**config.mk**
```make
export PLATFORM = sky130hd
export DESIGN_NAME = frame_collector
export DESIGN_NICKNAME = d
export VERILOG_FILES = /design/src/rtl/frame_collector.sv
export SDC_FILE = /design/constraint.sdc
export NUM_CORES = 1
export LEC_CHECK = 0
export ABC_AREA = 1
export BUFFER_PORTS_ARGS = -buffer_cell sky130_fd_sc_hd__buf_4
export CAP_MARGIN = 20
export CORE_AREA = 2 2 137 139
export CTS_CLUSTER_DIAMETER = 80
export CTS_CLUSTER_SIZE = 28
export DETAILED_ROUTE_END_ITERATION = 6
export DIE_AREA = 0 0 139 141
export MAX_ROUTING_LAYER = met4
export PLACE_DENSITY = 0.65
export SLEW_MARGIN = 20
export SYNTH_ARGS = -nofsm -noshare
export SYNTH_HDL_FRONTEND = slang
export SYNTH_SLANG_ARGS = --single-unit
```
**constraint.sdc**
```tcl
create_clock -name clk -period 4.7 [get_ports clk]
set_clock_uncertainty 0.1 [all_clocks]
set_input_delay 1.41 -clock clk [delete_from_list [all_inputs] [get_ports clk]]
set_output_delay 1.41 -clock clk [all_outputs]
set_load 0.005 [all_outputs]
```
**src/rtl/frame_collector.sv**
```systemverilog
// frame_collector: gathers the decoded tag bit stream into one fixed-length frame and
// presents it in parallel with a one-cycle valid pulse. Frames that stall mid-stream are
// aborted with a one-cycle error pulse.
// Optional feature: define CRC16_CHECK_EN to build the trailing EPC Gen2 CRC-16 residue
// check; without it out_crc_ok is tied to 0.
module frame_collector #(
  parameter int unsigned MAX_BITS  = 128,
  parameter int unsigned LEN_WIDTH = $clog2(MAX_BITS + 1),
  parameter int unsigned TIMEOUT   = 1024,
  parameter int unsigned TO_WIDTH  = $clog2(TIMEOUT + 1)
) (
  input  logic                 clk,
  input  logic                 rst,
  input  logic                 in_dat,
  input  logic                 in_vld,
  input  logic [LEN_WIDTH-1:0] frame_len,
  output logic [MAX_BITS-1:0]  out_frame,
  output logic [LEN_WIDTH-1:0] out_len,
  output logic                 out_vld,
  output logic                 out_crc_ok,
  output logic                 out_err,
  output logic                 busy
);

  typedef enum logic [1:0] {StIdle, StCollect, StDone} state_e;

  state_e               state;
  logic [LEN_WIDTH-1:0] count;
  logic [TO_WIDTH-1:0]  to_cnt;
  logic [LEN_WIDTH-1:0] len_lim;
  logic                 start;
  logic                 accept;
  logic                 last_bit;
  logic                 crc_pass;

  // Frame start/accept decode; out_len doubles as the latched frame length L.
  always_comb begin
    len_lim  = (frame_len > LEN_WIDTH'(MAX_BITS)) ? LEN_WIDTH'(MAX_BITS) : frame_len;
    start    = in_vld && (frame_len != '0) && (state != StCollect);
    accept   = in_vld && (state == StCollect);
    last_bit = (LEN_WIDTH'(count + 1'b1) == out_len);
  end

  assign busy = (state == StCollect);

`ifdef CRC16_CHECK_EN
  logic [15:0] crc;
  logic [15:0] crc_seed;
  logic [15:0] crc_next;

  // Serial CRC-16/CCITT step; the preset is folded in when a frame starts.
  always_comb begin
    crc_seed = start ? 16'hFFFF : crc;
    crc_next = {crc_seed[14:0], 1'b0} ^ ((crc_seed[15] ^ in_dat) ? 16'h1021 : 16'h0000);
    crc_pass = (out_len >= LEN_WIDTH'(16)) && (crc_next == 16'h1D0F);
  end

  // CRC register advances on every accepted bit, CRC field included.
  always_ff @(posedge clk or negedge rst) begin
    if (!rst) begin
      crc <= '0;
    end else if (start || accept) begin
      crc <= crc_next;
    end
  end
`else
  assign crc_pass = 1'b0;
`endif

  // Frame FSM with registered outputs; DONE accepts the next frame's first bit.
  always_ff @(posedge clk or negedge rst) begin
    if (!rst) begin
      state      <= StIdle;
      out_frame  <= '0;
      out_len    <= '0;
      out_vld    <= 1'b0;
      out_crc_ok <= 1'b0;
      out_err    <= 1'b0;
      count      <= '0;
      to_cnt     <= '0;
    end else begin
      out_vld <= 1'b0;
      out_err <= 1'b0;
      case (state)
        StIdle, StDone: begin
          if (start) begin
            out_len    <= len_lim;
            out_frame  <= {{(MAX_BITS - 1){1'b0}}, in_dat};
            count      <= LEN_WIDTH'(1);
            to_cnt     <= '0;
            out_crc_ok <= 1'b0;
            if (len_lim == LEN_WIDTH'(1)) begin
              state   <= StDone;
              out_vld <= 1'b1;
            end else begin
              state <= StCollect;
            end
          end else begin
            state <= StIdle;
          end
        end
        StCollect: begin
          if (accept) begin
            out_frame <= {out_frame[MAX_BITS-2:0], in_dat};
            count     <= LEN_WIDTH'(count + 1'b1);
            to_cnt    <= '0;
            if (last_bit) begin
              state      <= StDone;
              out_vld    <= 1'b1;
              out_crc_ok <= crc_pass;
            end
          end else if (to_cnt == TO_WIDTH'(TIMEOUT - 1)) begin
            // Stalled frame: drop it without a valid pulse.
            out_err   <= 1'b1;
            out_frame <= '0;
            count     <= '0;
            to_cnt    <= '0;
            state     <= StIdle;
          end else begin
            to_cnt <= TO_WIDTH'(to_cnt + 1'b1);
          end
        end
        default: state <= StIdle;
      endcase
    end
  end

endmodule
```
==> impl_metrics.ini <==
[status]
outcome = finished, final reports clean

[routing]
wl_mm = 15.3
post_drt_wl_per_cell_um = 16.9
first_pass_iters = 5
drt_iter0_drc = 274
num_vias = 4708
drc = 0
drtAntennaViolNets = 0
post_drt_via_cell_ratio = 5.19

[yosys]
synth.avg_cell_area_um2 = 12.2
netlist_top_cells_area = dfrtp_1 (63%), a22o_1 (17%), nand2_1 (3.6%)
synth.largest_area_cell = dfrtp_1
seq_area_frac_synth_pct = 63.4
synth_common_cells = dfrtp_1 (159), a22o_1 (124), nand2_1 (61), nand3_1 (27), inv_1 (26)
synth_top_cell_area_share_pct = 63.4
synth_cell_types = 32
synth_warnings = 0
synth_fp_nets = 530
async_reset_ff_share_pct = 100
syn_area_um2 = 6270
synth.most_common_cell = dfrtp_1
netlist_instances = 516
synthFlopType = dfrtp_1
synth_edf_count = 0
ys_ff_latch = 159

[critical_path]
rrSetupSlack_ns = 2.47
arrival_ns = 3.25
cp_num_buf_inv = 2
cpMaxStageDelayCell = nand2_4
crit_top_cell = buf_4
worst_path_largest_cell_delay_ns = 0.43
crit_chain = buf_4 > nor2_1 > nand4_1 > nand2_2 > nand2_1 > nand2_4 > buf_4 > a22o_1
end_kind = flop
cp-start-kind = input pin
required_ns = 4.96
cp_num_cells = 8
r2r_cells = 6
crit_type = input pin to flop
critPathTopFamily = simple AND/OR/NAND/NOR gates
cp_max_fo = 36

[final_layout]
diodes = 0
final_core_util_pct = 44.4
nNetsFinal = 674
multi_input_area_um2 = 1950
drive_above_1_share_pct = 29.7
design_area_um2 = 8100
register_area_um2 = 3980
syn_to_final_growth_pct = 29.2
nFillCells = 1677

[placement]
port_buffers = 150
hpwl_mm = 10.1
post-place-ws_ns = 1.27
globalplace.congestion = 0.816
place_area_um2 = 7560

[sta]
hold_ws_ns = 0.418
setup_ws_ns = 1.70
max_freq_ghz = 0.333
worst_pin_slew_ns = 0.783
fin_crit_sh_pct = 63.8
maxSlewViolCount = 0
rsz0062_at_grt = false
period_needed_ns = 3.00
tns_ns = 0
finalSetupViolCount = 0
hold_viol_final = 0
maxSlewHeadroom_pct = 47.7

[cts]
cts_resized = 0
cts_tree = done
clock_path_buffers = 2
clockRootBuffer = clkbuf_16
cts.sinks = 159
clock_latency_ns = 0.42
htree_num_levels = 4
holdBufCountCts = 0
cts_made_buffers = 17
post_cts_buffers = 0
path_clk_slew_ns = 0.06

[die]
initial_core_util_pct = 34.3
rows = 50
die_h_um = 141
die_w_um = 139
ios = 152
fp.dieArea_um2 = 19600
coreArea_um2 = 18300

[power_and_ir_drop]
ir_worst_vdd_mv = 0.335
leakagePower_nw = 4.14
powerDensity_nw_per_um2 = 458

[worst_hold_path]
min_path_type = flop to flop
holdPathStages = 2

[global_routing]
grt_pass1_vias = 4610
gr-total-overflow = 0
antenna_found_initial = 0
grt_max_degree = 82
track_usage_pct = 16.1
grt_pass1_wl_mm = 24.7

[flow_run]
cap_violations = 0
==> registers in the layout, summed over array words and instances (netlist names) <==
signal	flops
count	8
out_len	8
out_frame	128
state	2
to_cnt	11
out_vld	1
out_err	1
==> final timing paths <==
check | endpoint | from
setup / recovery | out_frame[98] | frame_len[5]
hold / removal | to_cnt[10] | to_cnt[10]
setup reg to reg | out_frame[86] | state[0]
hold reg to reg | to_cnt[10] | to_cnt[10]
max in group asynchronous | out_frame[88] | rst
min in group asynchronous | out_frame[21] | rst
==> tightest hold or removal path, stage by stage (launching register included) <==
cell and delay, ns:
dfrtp_1 0.37, inv_1 0.07, a21oi_1 0.04
==> report_power, final <==
part           internal (mW)  switching (mW)
sequential              1.46           0.110
clock                  0.732           0.554
combinational          0.273           0.588
==> metal layers <==
metal  up-vias  share of wire, %  track usage (%)
met5         -                 0                -
met4         0               1.3             5.10
met3        16               5.0             4.11
met2       144                48             24.1
met1      2396                46             21.6
li1       2152                 -                -
==> per-stage QoR <==
step / total power, mW / std cells
after CTS: 3.75 / 907
final: 3.71 / 907
after floorplan: 2.24 / 516
after global routing: 3.92 / 907
after global placement: 2.44 / 875
after detailed placement: 2.46 / 875
==> logic make-up after synthesis <==
group	share of synthesized area, %
AO/OA/AOI/OAI	20.5
XOR/XNOR	0.698
adder cells (fa/ha/maj)	0.399
buffers and inverters	5.74
flip-flops	63.4
other	0.0598
AND/OR/NAND/NOR	9.23
==> cell usage in the layout (no fill, tap or decap), drive strengths merged <==
cell	Yosys	final
a21oi	2	2
a22o	124	124
a31oi	2	2
a32o	1	1
buf	29	157
clkbuf	3	24
clkinv	0	4
clkinvlp	0	3
conb	1	1
dfrtp	159	159
ha	2	2
inv	32	33
nand2	64	64
nand3	28	28
nand3b	4	4
nand4	4	4
nor2	22	22
nor3	3	3
nor3b	1	1
nor4	1	1
o21ai	19	19
o21ba	1	1
o21bai	3	3
o22ai	6	6
xnor2	1	1
xor2	4	4
==> cell type report <==
cell class              count  share of cell area, %
inverters                  32                   1.48
repair buffers            157                   15.1
flip-flops and latches    159                   49.1
multi-input cells         293                   24.0
well taps                 234                   3.61
clock buffers              24                   6.07
clock inverters             8                  0.679
(Power assumes the default switching activity.)
